$ cat src/rtl/duck_motion_control.sv
// ---------------------------------------------------------------------------
// duck_motion_control
//
// Control FSM that sits directly upstream of the movement datapath. Once per
// frame tick it runs a player pass. Every BIRD_STEP_DIV frames it follows that
// with a bird pass. Each pass runs CLEAR, then at most one horizontal move,
// then at most one vertical move, then DRAW.
//
// CLEAR and DRAW each last a fixed number of cycles: 4 for a player pass and
// 16 for a bird pass. The datapath's registered `enable` flag is checked
// against that local timing.
//
// Ports:
//   clk        system clock
//   reset_n    asynchronous active-low reset
//   key_left / key_right / key_up / key_down
//              debounced active-high player direction keys
//   is_shot    level, the bird is hit this cycle
//   leave      datapath flag: the bird has exited or been reset to spawn
//   enable     datapath draw-complete flag (registered)
//   pause      (only with MOTION_PAUSE_EN) hold in HOLD and freeze escape
//   control    4-bit state code to the datapath (registered state)
//   PorB       0 = player pass, 1 = bird pass
//   fly        bird escape mode
//   fall       bird shot/falling mode
//   sync_err   sticky: enable was not 1 in the cycle after a dwell ended
//
// Optional feature macro: MOTION_PAUSE_EN (adds the `pause` input).
// ---------------------------------------------------------------------------
module duck_motion_control #(
  parameter int unsigned TICK_DIV      = 833333,
  parameter int unsigned BIRD_STEP_DIV = 2,
  parameter int unsigned DIR_HOLD      = 32,
  parameter int unsigned ESCAPE_STEPS  = 600,
  parameter logic [7:0]  LFSR_SEED     = 8'hA5
) (
  input  logic       clk,
  input  logic       reset_n,
  input  logic       key_left,
  input  logic       key_right,
  input  logic       key_up,
  input  logic       key_down,
  input  logic       is_shot,
  input  logic       leave,
  input  logic       enable,
`ifdef MOTION_PAUSE_EN
  input  logic       pause,
`endif
  output logic [3:0] control,
  output logic       PorB,
  output logic       fly,
  output logic       fall,
  output logic       sync_err
);

  localparam int TICK_W  = (TICK_DIV > 1)      ? $clog2(TICK_DIV)          : 1;
  localparam int FRAME_W = (BIRD_STEP_DIV > 1) ? $clog2(BIRD_STEP_DIV)     : 1;
  localparam int DIR_W   = (DIR_HOLD > 1)      ? $clog2(DIR_HOLD)          : 1;
  localparam int ESC_W   = (ESCAPE_STEPS > 0)  ? $clog2(ESCAPE_STEPS + 1)  : 1;

  localparam logic [TICK_W-1:0]  TICK_LAST  = TICK_W'(TICK_DIV - 1);
  localparam logic [FRAME_W-1:0] FRAME_LAST = FRAME_W'(BIRD_STEP_DIV - 1);
  localparam logic [DIR_W-1:0]   DIR_LAST   = DIR_W'(DIR_HOLD - 1);
  localparam logic [ESC_W-1:0]   ESC_MAX    = ESC_W'(ESCAPE_STEPS);

  localparam logic [3:0] DWELL_PLAYER_LAST = 4'd3;
  localparam logic [3:0] DWELL_BIRD_LAST   = 4'd15;

  typedef enum logic [3:0] {
    PREHOLD = 4'b0100,
    HOLD    = 4'b0000,
    CLEAR   = 4'b0001,
    LEFT    = 4'b0011,
    RIGHT   = 4'b0010,
    DOWN    = 4'b0110,
    UP      = 4'b0111,
    DRAW    = 4'b0101
  } state_t;

  // Registered state
  state_t             state_reg, state_next;
  state_t             vert_reg, vert_next;    // vertical move latched at CLEAR exit (DRAW = none)
  logic               porb_reg, porb_next;
  logic [3:0]         dwell_reg, dwell_next;
  logic [FRAME_W-1:0] frame_cnt_reg, frame_cnt_next;
  logic [TICK_W-1:0]  tick_cnt_reg;
  logic [7:0]         lfsr_reg;
  logic               dx_reg, dx_next;
  logic               dy_reg, dy_next;
  logic [DIR_W-1:0]   dir_cnt_reg, dir_cnt_next;
  logic [ESC_W-1:0]   esc_cnt_reg, esc_cnt_next;
  logic               fly_reg, fly_next;
  logic               fall_reg, fall_next;
  logic               sync_err_reg;
  logic               dwell_done_reg;         // first cycle after any dwell ended
  logic               bird_done_reg;          // first cycle after a bird DRAW dwell ended

  // Combinational helpers
  logic   tick;
  logic   pause_act;
  logic   dwell_last;
  logic   dwell_end;
  logic   bird_pass_end;
  logic   normal_mode;
  logic   h_valid;
  state_t h_move;
  state_t v_move;

`ifdef MOTION_PAUSE_EN
  assign pause_act = pause;
`else
  assign pause_act = 1'b0;
`endif

  assign tick        = (tick_cnt_reg == TICK_LAST);
  assign normal_mode = ~fly_reg & ~fall_reg;
  assign dwell_last  = (dwell_reg == (porb_reg ? DWELL_BIRD_LAST : DWELL_PLAYER_LAST));

  // Move selection, consumed on the CLEAR exit cycle
  always_comb begin
    h_valid = 1'b0;
    h_move  = RIGHT;
    v_move  = DRAW;
    if (!porb_reg) begin
      // Opposing keys cancel; exactly one key of a pair gives a move
      h_valid = key_left ^ key_right;
      h_move  = key_left ? LEFT : RIGHT;
      if (key_up & ~key_down) begin
        v_move = UP;
      end else if (key_down & ~key_up) begin
        v_move = DOWN;
      end
    end else if (fall_reg) begin
      v_move = DOWN;
    end else if (fly_reg) begin
      v_move = UP;
    end else begin
      h_valid = 1'b1;
      h_move  = dx_reg ? RIGHT : LEFT;
      v_move  = dy_reg ? DOWN : UP;
    end
  end

  // Next-state logic
  always_comb begin
    state_next     = state_reg;
    vert_next      = vert_reg;
    porb_next      = porb_reg;
    dwell_next     = 4'd0;
    frame_cnt_next = frame_cnt_reg;
    dwell_end      = 1'b0;
    bird_pass_end  = 1'b0;
    case (state_reg)
      PREHOLD: begin
        state_next = CLEAR;
        porb_next  = 1'b0;
      end
      HOLD: begin
        // Ticks seen outside HOLD are simply lost, so passes never queue
        if (tick && !pause_act) begin
          state_next = CLEAR;
          porb_next  = 1'b0;
        end
      end
      CLEAR: begin
        if (dwell_last) begin
          dwell_end  = 1'b1;
          vert_next  = v_move;
          state_next = h_valid ? h_move : v_move;
        end else begin
          dwell_next = dwell_reg + 4'd1;
        end
      end
      LEFT, RIGHT: state_next = vert_reg;
      UP, DOWN:    state_next = DRAW;
      DRAW: begin
        if (dwell_last) begin
          dwell_end = 1'b1;
          if (!porb_reg) begin
            if (frame_cnt_reg == FRAME_LAST) begin
              porb_next      = 1'b1;
              state_next     = CLEAR;
              frame_cnt_next = '0;
            end else begin
              frame_cnt_next = frame_cnt_reg + 1'b1;
              state_next     = HOLD;
            end
          end else begin
            bird_pass_end = 1'b1;
            porb_next     = 1'b0;
            state_next    = HOLD;
          end
        end else begin
          dwell_next = dwell_reg + 4'd1;
        end
      end
      default: state_next = PREHOLD;
    endcase
  end

  // Bird mode, escape and direction bookkeeping
  always_comb begin
    fly_next     = fly_reg;
    fall_next    = fall_reg;
    esc_cnt_next = esc_cnt_reg;
    dir_cnt_next = dir_cnt_reg;
    dx_next      = dx_reg;
    dy_next      = dy_reg;
    if (bird_pass_end && normal_mode) begin
      if (!pause_act && (esc_cnt_reg != ESC_MAX)) begin
        esc_cnt_next = esc_cnt_reg + 1'b1;
      end
      if (esc_cnt_next == ESC_MAX) begin
        fly_next = 1'b1;
      end
      if (dir_cnt_reg == DIR_LAST) begin
        dir_cnt_next = '0;
        dx_next      = lfsr_reg[1];
        dy_next      = lfsr_reg[0];
      end else begin
        dir_cnt_next = dir_cnt_reg + 1'b1;
      end
    end
    // A hit overrides an escape that saturates in the same cycle
    if (is_shot && normal_mode) begin
      fall_next = 1'b1;
      fly_next  = 1'b0;
    end
    if (bird_done_reg && leave) begin
      fly_next     = 1'b0;
      fall_next    = 1'b0;
      esc_cnt_next = '0;
    end
  end

  always_ff @(posedge clk or negedge reset_n) begin
    if (!reset_n) begin
      state_reg      <= PREHOLD;
      vert_reg       <= DRAW;
      porb_reg       <= 1'b0;
      dwell_reg      <= 4'd0;
      frame_cnt_reg  <= '0;
      tick_cnt_reg   <= '0;
      lfsr_reg       <= LFSR_SEED;
      dx_reg         <= 1'b1;
      dy_reg         <= 1'b1;
      dir_cnt_reg    <= '0;
      esc_cnt_reg    <= '0;
      fly_reg        <= 1'b0;
      fall_reg       <= 1'b0;
      sync_err_reg   <= 1'b0;
      dwell_done_reg <= 1'b0;
      bird_done_reg  <= 1'b0;
    end else begin
      state_reg      <= state_next;
      vert_reg       <= vert_next;
      porb_reg       <= porb_next;
      dwell_reg      <= dwell_next;
      frame_cnt_reg  <= frame_cnt_next;
      tick_cnt_reg   <= tick ? '0 : tick_cnt_reg + 1'b1;
      if (tick) begin
        // x^8 + x^6 + x^5 + x^4 + 1, shifting left
        lfsr_reg <= {lfsr_reg[6:0], lfsr_reg[7] ^ lfsr_reg[5] ^ lfsr_reg[4] ^ lfsr_reg[3]};
      end
      dx_reg         <= dx_next;
      dy_reg         <= dy_next;
      dir_cnt_reg    <= dir_cnt_next;
      esc_cnt_reg    <= esc_cnt_next;
      fly_reg        <= fly_next;
      fall_reg       <= fall_next;
      dwell_done_reg <= dwell_end;
      bird_done_reg  <= bird_pass_end;
      if (dwell_done_reg && !enable) begin
        sync_err_reg <= 1'b1;
      end
    end
  end

  assign control  = state_reg;
  assign PorB     = porb_reg;
  assign fly      = fly_reg;
  assign fall     = fall_reg;
  assign sync_err = sync_err_reg;

endmodule

$ cat config.mk
export PLATFORM = sky130hd
export DESIGN_NAME = duck_motion_control
export DESIGN_NICKNAME = d
export VERILOG_FILES = /design/src/rtl/duck_motion_control.sv
export SDC_FILE = /design/constraint.sdc
export NUM_CORES = 1
export LEC_CHECK = 0
export ABC_AREA = 0
export BUFFER_PORTS_ARGS = -buffer_cell sky130_fd_sc_hd__clkbuf_2
export CORE_MARGIN = 2
export CORE_UTILIZATION = 31
export DETAILED_ROUTE_END_ITERATION = 6
export GPL_TIMING_DRIVEN = 0
export PLACE_DENSITY = 0.44
export SKIP_CTS_REPAIR_TIMING = 1
export SYNTH_ARGS = -nofsm -noshare
export SYNTH_HDL_FRONTEND = slang
export SYNTH_SLANG_ARGS = --single-unit
$ cat constraint.sdc
create_clock -name clk -period 5.9 [get_ports clk]
set_input_delay 1.18 -clock clk [delete_from_list [all_inputs] [get_ports clk]]
set_output_delay 1.18 -clock clk [all_outputs]
set_load 0.02 [all_outputs]
==> results of run 1 <==
## power breakdown
group | leakage, µW | internal [µW] | total [µW] | switching [µW]
Clock | 0.000112 | 249 | 423 | 174
Sequential | 0.000744 | 419 | 419 | 0.172
Combinational | 0.000771 | 4.61 | 16.7 | 12.1
Total | 0.00163 | 672 | 858 | 186
## layout make-up
class	count	area (µm²)
buffer	10	56.30
fill	1019	6162
timing repair buffer	15	77.57
clock buffer	10	137.6
sequential	61	1536
inverter	13	48.80
clock inverter	6	86.33
tap	133	166.4
multi-input combinational	224	1458
## cells in the mapped netlist (8+ instances only)
cell                      instances  area share
sky130_fd_sc_hd__dfrtp_1         53        0.43
sky130_fd_sc_hd__nor2_1          41       0.050
sky130_fd_sc_hd__nand2_1         21       0.025
sky130_fd_sc_hd__xnor2_1         18       0.051
sky130_fd_sc_hd__nand3_1         15       0.024
sky130_fd_sc_hd__nor3_1          14       0.023
sky130_fd_sc_hd__inv_1           13       0.016
sky130_fd_sc_hd__mux2_2          13       0.047
sky130_fd_sc_hd__xor2_1          13       0.037
sky130_fd_sc_hd__o21ai_0         11       0.018
sky130_fd_sc_hd__a21oi_1         10       0.016
sky130_fd_sc_hd__nand4_1          9       0.018
sky130_fd_sc_hd__and3_1           8       0.016
sky130_fd_sc_hd__dfstp_2          8       0.068
sky130_fd_sc_hd__ha_1             8       0.032
## path summary, 6_finish.rpt
kind	to	depth (start not counted)
min in group asynchronous	esc_cnt_reg[0]	1
max in group asynchronous	esc_cnt_reg[3]	1
min	sync_err	1
min reg2reg	sync_err	1
max	control[0]	1
max reg2reg	esc_cnt_reg[8]	6
## metal layers
metal	share of wire	vias to the layer above	track usage
met5	0	-	0
met4	0.018	0	0.04923
met3	0.045	10	0.03571
met2	0.44	43	0.1913
met1	0.50	1088	0.1704
li1	-	1121	-
## logic make-up after synthesis
family,share of synthesized area
simple gates,0.2229
flops,0.4958
compound gates,0.07913
xor+xnor,0.08761
buf+inv,0.03391
mux,0.04723
fa+ha+maj,0.03230
other cells,0.001210
## per-stage QoR
stage          instance area [µm²]  total power (µW)  hold slack [ps]
4_1_cts                       3567             874.7            459.7
2_1_floorplan                 3099             431.7            425.9
5_1_grt                       3567             897.8            472.7
3_5_place_dp                  3343             444.5            441.5
6_report                      3567             858.2            456.0
3_3_place_gp                  3341             444.5            435.7
==> flow_summary.ini, run 1 <==
[run_status]
status = completed

[placed_design]
placedCellCount = 456
portBuffers = 15
gp_congestion = 0.8184
detailedPlacementHpwl_um = 4101
place_worst_setup_slack_ps = 3620

[clock_tree]
tritoncts = yes
cts_made_buffers = 9
numClockSinks = 61
cts_root_buffer = sky130_fd_sc_hd__clkbuf_8
number_of_buffers_on_the_longest_clock_path = 2
h_tree_levels = 3
clkLatencyLatePin_ps = 340
cts.reportedPaths.clkPinSlew_ps = 80

[die]
fp.dieH_um = 104.0
fp.dieArea_um2 = 10810
die_width_um = 104.0
initial_core_util = 0.3185
placeableCoreArea_um2 = 9729
row_count = 36
io_pins = 17

[synthesis]
postSynth.asyncResetShare = 1.000
ys_types = 46
postSynthAreaPerCell_um2 = 10.06
ys_dominant_reg_cell = sky130_fd_sc_hd__dfrtp_1
synth.net_count = 325
synth_area_um2 = 3099
yosys_warnings = 0
ys_ff_latch = 61
synth_sequential_area_ratio = 0.4958
synth_enable_flop_cells = 0
post_synth_inst_count = 308

[sta]
setup_total_negative_slack_ps = 0
rsz0062_at_grt = no
timing_max_transition_violations_final = 0
relative_slew_slack = 0.4018
clock.fmax_ghz = 0.4369
worst_slew_pin_slew_ps = 889.9
clock_period_minus_worst_slack_ps = 2289
worst_slack_ps = 3611
skew_ps = 12.45
finalCritPeriodShare = 0.3879
hold_viol_final = 0
finalSetupViolCount = 0

[layout]
layout.core_utilization = 0.3666
area_growth_pct = 15.10
nets = 351
layout.cells.non_filler = 472
largest_reg_flops = 20
antenna_cells = 0
most_used_cells_in_the_layout_excluding_fill_and_tap_cells = 53 x sky130_fd_sc_hd__dfrtp_1, 41 x sky130_fd_sc_hd__nor2_1, 21 x sky130_fd_sc_hd__nand2_1
final_layout_size_suffix_gt1_frac = 0.1976
final_common_cell = sky130_fd_sc_hd__dfrtp_1

[detailed_routing]
drt_wl_total_um = 6174
drc = 0
vias = 2262
viasPerCell = 4.792
drt_first_pass_iters = 4
drtIter0Drc = 81
drt-wirelength-per-cell_um = 13.08
ant_nets = 0

[global_route]
global_route_wire_length_before_repair_um = 11100
gr-usage-all-layers = 0.1262
global_route.overflow_total = 0
grt_start_max_net_pins = 62
grt_antenna_before_repair = 0
via_count_of_the_first_global_routing_pass = 2355

[worst_setup_path]
timing.critical_path.arrival_ps = 1110
setup.worst_path.end_class = output pin
worst_r2r_startpoint = control[2]
worst-path-buf-inv = 1
cp_data_required_time_ps = 4720
critical-path-slowest-cell = sky130_fd_sc_hd__dfrtp_1
slack_of_the_worst_reg_to_reg_path_ps = 3640
timing.setup.critical_path_class = reg2out
crit_path_max_incr_delay_ps = 540
cp_max_fo = 9
crit_path_cell_trace = clkbuf_2
startpoint_types = flop
worst_setup_path_startpoint = control[0]
cp_top_family = flip-flops

[run]
max_cap_violations = 0

[min_path]
hold_class = reg2reg
min_from = dwell_done_reg

[power]
powerDensity_nw_per_um2 = 240.6
p_leak_uw = 0.001627
vdd.ir_drop.worst_uv = 121.1
(Power assumes the default switching activity.)
==> run 2: changes to the inputs <==
--- a/config.mk
+++ b/config.mk
@@ -11,7 +11,7 @@
 export CORE_UTILIZATION = 31
 export DETAILED_ROUTE_END_ITERATION = 6
 export GPL_TIMING_DRIVEN = 0
-export PLACE_DENSITY = 0.44
+export PLACE_DENSITY = 0.46
 export SKIP_CTS_REPAIR_TIMING = 1
 export SYNTH_ARGS = -nofsm -noshare
 export SYNTH_HDL_FRONTEND = slang
==> constraint.sdc (replaced) <==
create_clock -name clk -period 1.85 [get_ports clk]
set_input_delay 0.37 -clock clk [delete_from_list [all_inputs] [get_ports clk]]
set_output_delay 0.37 -clock clk [all_outputs]
set_load 0.02 [all_outputs]
==> run 2 against run 1 <==
The run now ends with negative setup slack left. Cell area rose by 10%. Critical path type is now reg2reg. Non-clock buffer count increased by 22. Register-to-register slack lost 3800 ps.
==> flow_summary.ini, run 2 (same netlist as run 1, synthesis figures left out) <==
[die]
io_pins = 17
row_count = 36
fp.dieArea_um2 = 10810
placeableCoreArea_um2 = 9729
initial_core_util = 0.3185
die_width_um = 104.0
fp.dieH_um = 104.0

[clock_tree]
numClockSinks = 61
cts_made_buffers = 9
clkLatencyLatePin_ps = 340
cts.reportedPaths.clkPinSlew_ps = 70
h_tree_levels = 3
cts_root_buffer = sky130_fd_sc_hd__clkbuf_8
number_of_buffers_on_the_longest_clock_path = 2
tritoncts = yes

[sta]
relative_slew_slack = 0.4425
skew_ps = 12.74
worst_hold_slack_ps = 148.3
clock_period_minus_worst_slack_ps = 1978
timing_max_transition_violations_final = 0
rsz0062_at_grt = yes
hold_viol_final = 0
clock.fmax_ghz = 0.5056
finalCritPeriodShare = 1.069
finalSetupViolCount = 20
worst_slack_ps = -127.9
worst_slew_pin_slew_ps = 836.2

[global_route]
global_route.overflow_total = 0
gr-usage-all-layers = 0.1245
global_route_wire_length_before_repair_um = 10920
via_count_of_the_first_global_routing_pass = 2306
grt_start_max_net_pins = 62
grt_antenna_before_repair = 0

[detailed_routing]
drc = 0
viasPerCell = 4.769
drt_first_pass_iters = 4
detailroute.wirelength.met3_um = 213
route.layer.met1.wl_um = 3137
drt-wirelength-per-cell_um = 13.17
drt_wl_total_um = 6506
drtIter0Drc = 56
routed-wl-met2_um = 3052
top_layer = met4
vias = 2356
ant_nets = 0

[worst_setup_path]
setup.worst_path.end_class = flop
rr_worst_depth = 6
slack_of_the_worst_reg_to_reg_path_ps = -130
cp_max_fo = 5
cp_data_required_time_ps = 2090
startpoint_types = flop
timing.rr.end = esc_cnt_reg[2]
worst_r2r_startpoint = control[2]
timing.critical_path.arrival_ps = 2220
timing.setup.critical_path_class = reg2reg

[power]
clock_power_share = 0.462
p_leak_uw = 0.001781
cell_internal_pwr_uw = 2046
p_sw_frac = 0.2093
powerDensity_nw_per_um2 = 659.4
gate_power_share = 0.021
vdd.ir_drop.worst_uv = 337.2
netSwitchingPower_uw = 541.8
power.sequential.fraction = 0.516

[layout]
area_growth_pct = 26.65
final_common_cell = sky130_fd_sc_hd__dfrtp_1
final_layout_size_suffix_gt1_frac = 0.2853
nets = 373
most_used_cells_in_the_layout_excluding_fill_and_tap_cells = 52 x sky130_fd_sc_hd__dfrtp_1, 38 x sky130_fd_sc_hd__nor2_1, 21 x sky130_fd_sc_hd__nand2_1
layout.cells.non_filler = 494
largest_reg_flops = 20
antenna_cells = 0

[run_status]
violations_in_the_final_reports = negative setup slack
status = complete, but fails checks

[min_path]
hold_class = in2async

[placed_design]
detailedPlacementHpwl_um = 4164
gp_congestion = 0.7705
placedCellCount = 456
place_worst_setup_slack_ps = -215.7
portBuffers = 15

[run]
max_cap_violations = 0
==> run 2: cell count changes in the layout (fill, tap and decap cells not counted), sizes merged <==
cell / before / now
clkbuf: 28 / 33
clkinv: 3 / 1
clkinvlp: 1 / 0
bufinv: 2 / 1
buf: 7 / 28
==> run 2: routing by layer <==
layer,vias to the layer above,GRT usage
li1,1170,-
met1,1141,0.1621
met2,34,0.1936
met3,11,0.03759
met4,0,0.04923
met5,-,0
==> run 2: worst max-delay path by stage <==
| stage | depth (start not counted) | start | endpoint | slack (ps) |
|---|---|---|---|---|
| final | 6 | control[2] | esc_cnt_reg[2] | -130 |
| after global routing | 7 | control[2] | esc_cnt_reg[3] | -220 |
| after CTS | 7 | esc_cnt_reg[0] | fly | -240 |
| after detailed placement | 7 | esc_cnt_reg[0] | fly | -220 |
| after global placement | 7 | esc_cnt_reg[0] | fly | -240 |
| after floorplan | 6 | tick_cnt_reg[6] | lfsr_reg[3] | -8 |
==> run 2: cell type report <==
class | instances | area [µm²]
fill | 993 | 5804
timing repair buffer | 38 | 307.8
tap | 133 | 166.4
buffer | 9 | 92.59
clock inverter | 2 | 35.03
inverter | 13 | 48.80
sequential | 61 | 1538
clock buffer | 14 | 162.7
multi-input combinational | 224 | 1574
==> run 2: power by group through the flow <==
stage	registers, µW	clock network (µW)	logic, µW
6_report	1340	1200	55.1
3_5_place_dp	1360	0	57.9
3_3_place_gp	1360	0	57.6
2_1_floorplan	1360	0	14.4
5_1_grt	1340	1310	63.7
4_1_cts	1340	1250	58.2
==> run 2: critical path, stage by stage, from the launching register on <==
cell and delay, ps:
sky130_fd_sc_hd__dfstp_2 540, sky130_fd_sc_hd__buf_6 120, sky130_fd_sc_hd__nand3b_4 110, sky130_fd_sc_hd__or4_4 580
sky130_fd_sc_hd__nor2_4 200, sky130_fd_sc_hd__a21oi_2 80, sky130_fd_sc_hd__a311oi_2 250
==> run 2: per-stage QoR <==
step | power, µW | area [µm²] | util | setup TNS (ps)
final | 2588 | 3925 | 0.4034 | -1376
after global routing | 2713 | 3925 | 0.4034 | -3639
after CTS | 2643 | 3570 | 0.3669 | -4521
after detailed placement | 1418 | 3372 | 0.3466 | -3616
after global placement | 1418 | 3369 | 0.3463 | -3543
after floorplan | 1377 | 3128 | - | -29.78
==> run 3: changes to the inputs <==
--- a/config.mk
+++ b/config.mk
@@ -5,13 +5,15 @@
 export SDC_FILE = /design/constraint.sdc
 export NUM_CORES = 1
 export LEC_CHECK = 0
-export ABC_AREA = 0
+export ABC_AREA = 1
 export BUFFER_PORTS_ARGS = -buffer_cell sky130_fd_sc_hd__clkbuf_2
+export CELL_PAD_IN_SITES_DETAIL_PLACEMENT = 1
+export CELL_PAD_IN_SITES_GLOBAL_PLACEMENT = 2
 export CORE_MARGIN = 2
 export CORE_UTILIZATION = 31
 export DETAILED_ROUTE_END_ITERATION = 6
 export GPL_TIMING_DRIVEN = 0
-export PLACE_DENSITY = 0.46
+export PLACE_DENSITY = 0.69
 export SKIP_CTS_REPAIR_TIMING = 1
 export SYNTH_ARGS = -nofsm -noshare
 export SYNTH_HDL_FRONTEND = slang
==> run 3 against run 2 <==
Wire length rose by 18%. Critical path depth up 4. Setup slack improved by 310 ps. Synthesized cell count increased by 35%. The run now ends clean. Critical path type unchanged. Core utilization shrank 3.2 points. Final cell count up 18%.
==> flow_summary.ini, run 3 <==
[global_route]
via_count_of_the_first_global_routing_pass = 2821
grt_start_max_net_pins = 41
grt_antenna_before_repair = 0
global_route_wire_length_before_repair_um = 13340
gr-usage-all-layers = 0.1462
global_route.overflow_total = 0

[layout]
layout.cells.non_filler = 585
antenna_cells = 0
multiInputGateArea_um2 = 1551
n_fill_cell = 1272
area_taken_by_flip_flops_and_latches_um2 = 1536
largest_reg_flops = 20
final_design_area_no_fill_um2 = 3864
most_used_cells_in_the_layout_excluding_fill_and_tap_cells = 94 x sky130_fd_sc_hd__nand2_1, 64 x sky130_fd_sc_hd__inv_1, 53 x sky130_fd_sc_hd__dfrtp_1
nets = 461
area_growth_pct = 15.18
final_common_cell = sky130_fd_sc_hd__nand2_1
final_layout_size_suffix_gt1_frac = 0.1537

[die]
fp.dieArea_um2 = 11670
placeableCoreArea_um2 = 10420
row_count = 37
io_pins = 17
initial_core_util = 0.3220
die_width_um = 108.0
fp.dieH_um = 108.0

[worst_setup_path]
timing.rr.end = fly
crit_path_cell_trace = inv_1, ha_1, nand2_1, nor2_1, nand4_1, nand2_1, nand2_1, nor2_1, nand3_1, a21oi_1
startpoint_types = flop
timing.setup.critical_path_class = reg2reg
critical_path_depth = 10
cp_top_family = simple AND/OR/NAND/NOR gates
critical-path-top-cell-by-count = sky130_fd_sc_hd__nand2_1
slack_of_the_worst_reg_to_reg_path_ps = 180
worst_setup_path_startpoint = esc_cnt_reg[0]
critical-path-slowest-cell = sky130_fd_sc_hd__dfrtp_1
worst-path-buf-inv = 1
worst_r2r_startpoint = esc_cnt_reg[0]
setup.worst_path.end_class = flop
timing.critical_path.arrival_ps = 1940
crit_path_max_incr_delay_ps = 420
rr_worst_depth = 10
crit_path_end = fly
cp_max_fo = 4
cp_data_required_time_ps = 2120

[synthesis]
synth_adder_area_share = 0.02984
ys_dominant_reg_cell = sky130_fd_sc_hd__dfrtp_1
synth_area_um2 = 3354
postSynthAreaPerCell_um2 = 8.064
synth_enable_flop_cells = 0
post_synth_inst_count = 416
synth_sequential_area_ratio = 0.4580
multiplexer_share_of_the_synthesized_area = 0
synth-compound-area-share = 0.07982
synth_top_family_by_area = simple AND/OR/NAND/NOR gates
yosys_warnings = 0
post-synth-top-count-cell = sky130_fd_sc_hd__nand2_1
synth_top_cells_by_count = 95 x sky130_fd_sc_hd__nand2_1, 64 x sky130_fd_sc_hd__inv_1, 53 x sky130_fd_sc_hd__dfrtp_1, 43 x sky130_fd_sc_hd__nor2_1, 25 x sky130_fd_sc_hd__nand3_1
ys_ff_latch = 61
synth_xor_xnor_area_share = 0.06789
synth_area_leader_cell = sky130_fd_sc_hd__dfrtp_1
postSynth.asyncResetShare = 1.000
ys_types = 39
yosys.area.top_type_share = 0.3954
yosys.area_share.simple = 0.2734
synth.top_cells.by_area = sky130_fd_sc_hd__dfrtp_1 40%, sky130_fd_sc_hd__nand2_1 11%, sky130_fd_sc_hd__inv_1 7.2%
synth.net_count = 433

[clock_tree]
numClockSinks = 61
cts.reportedPaths.clkPinSlew_ps = 80
tritoncts = yes
cts_root_buffer = sky130_fd_sc_hd__clkbuf_8
clkLatencyLatePin_ps = 330
cts_made_buffers = 9
number_of_buffers_on_the_longest_clock_path = 2
h_tree_levels = 3

[sta]
finalCritPeriodShare = 0.9021
clock.fmax_ghz = 0.5992
skew_ps = 12.35
timing_max_transition_violations_final = 0
hold_viol_final = 0
worst_slew_pin_slew_ps = 492.1
clock_period_minus_worst_slack_ps = 1669
finalSetupViolCount = 0
relative_slew_slack = 0.6689
rsz0062_at_grt = no

[placed_design]
detailedPlacementHpwl_um = 5893
detailed_place.area_um2 = 3622
portBuffers = 15
placedCellCount = 568
gp_congestion = 0.7468

[detailed_routing]
vias = 2699
drt_wl_total_um = 7656
drc = 0
drt_first_pass_iters = 4
ant_nets = 0
viasPerCell = 4.614
drt-wirelength-per-cell_um = 13.09
drtIter0Drc = 61

[power]
total_power_uw = 2582
vdd.ir_drop.worst_uv = 265.3
clock_power_share = 0.458
p_sw_frac = 0.2199
cell_internal_pwr_uw = 2014
gate_power_share = 0.024
powerDensity_nw_per_um2 = 668.2
p_leak_uw = 0.001807
netSwitchingPower_uw = 567.7
power.sequential.fraction = 0.517

[run_status]
status = completed

[run]
max_cap_violations = 0

[min_path]
hold_class = in2reg
[run 3: kinds of logic (layout without fill, tap and decap cells)]
family                   after synthesis  in the layout
AND/OR/NAND/NOR                      204            204
XOR/XNOR                              26             26
flip-flops                            61             61
adder cells (fa/ha/maj)                8              8
other                                  1              1
buffers and inverters                 74            107
AO/OA/AOI/OAI                         42             42
[run 3: worst min-delay path by stage]
stage               slack [ps]  depth (start not counted)        endpoint         start
floorplan                   70                          0            PorB       reset_n
global placement           450                          1    dwell_reg[0]  dwell_reg[0]
global route               200                          2        sync_err        enable
detailed placement         330                          1  esc_cnt_reg[7]       reset_n
finish                     210                          2        sync_err        enable
CTS                        -50                          1  esc_cnt_reg[7]       reset_n
[run 3: metrics by stage]
stage	utilization	hold WS, ps	TNS (ps)	setup slack [ps]
finish	0.3709	213.4	0	181.0
CTS	0.3664	-47.81	-1754	-148.6
global route	0.3709	199.5	0	21.53
floorplan	-	74.41	0	369.5
global placement	0.3456	449.8	-4732	-177.9
detailed placement	0.3477	331.8	-2185	-164.2
[run 3: power groups by stage]
stage | clock network [µW] | logic [µW] | registers (µW)
after floorplan | 0 | 15.4 | 1360
after global placement | 0 | 58.5 | 1360
after detailed placement | 0 | 65.7 | 1360
after CTS | 1250 | 66.0 | 1340
after global routing | 1310 | 74.0 | 1330
final | 1180 | 63.2 | 1340
[run 3: final cells by class]
cell class,instances,area share
clock inverters,4,0.01263
flip-flops and latches,61,0.3977
repair buffers,17,0.02785
well taps,136,0.04404
clock buffers,12,0.03756
inverters,68,0.06671
plain buffers,6,0.01198
multi-input cells,281,0.4016
[run 3: per-layer routing]
layer / part of all wire / GRT usage / up-vias / routed length [µm]
met5: 0 / 0 / - / 0
met4: 0.012 / 0.04670 / 0 / 91
met3: 0.025 / 0.03255 / 8 / 189
met2: 0.48 / 0.2408 / 29 / 3671
met1: 0.48 / 0.1909 / 1281 / 3705
li1: - / - / 1381 / -
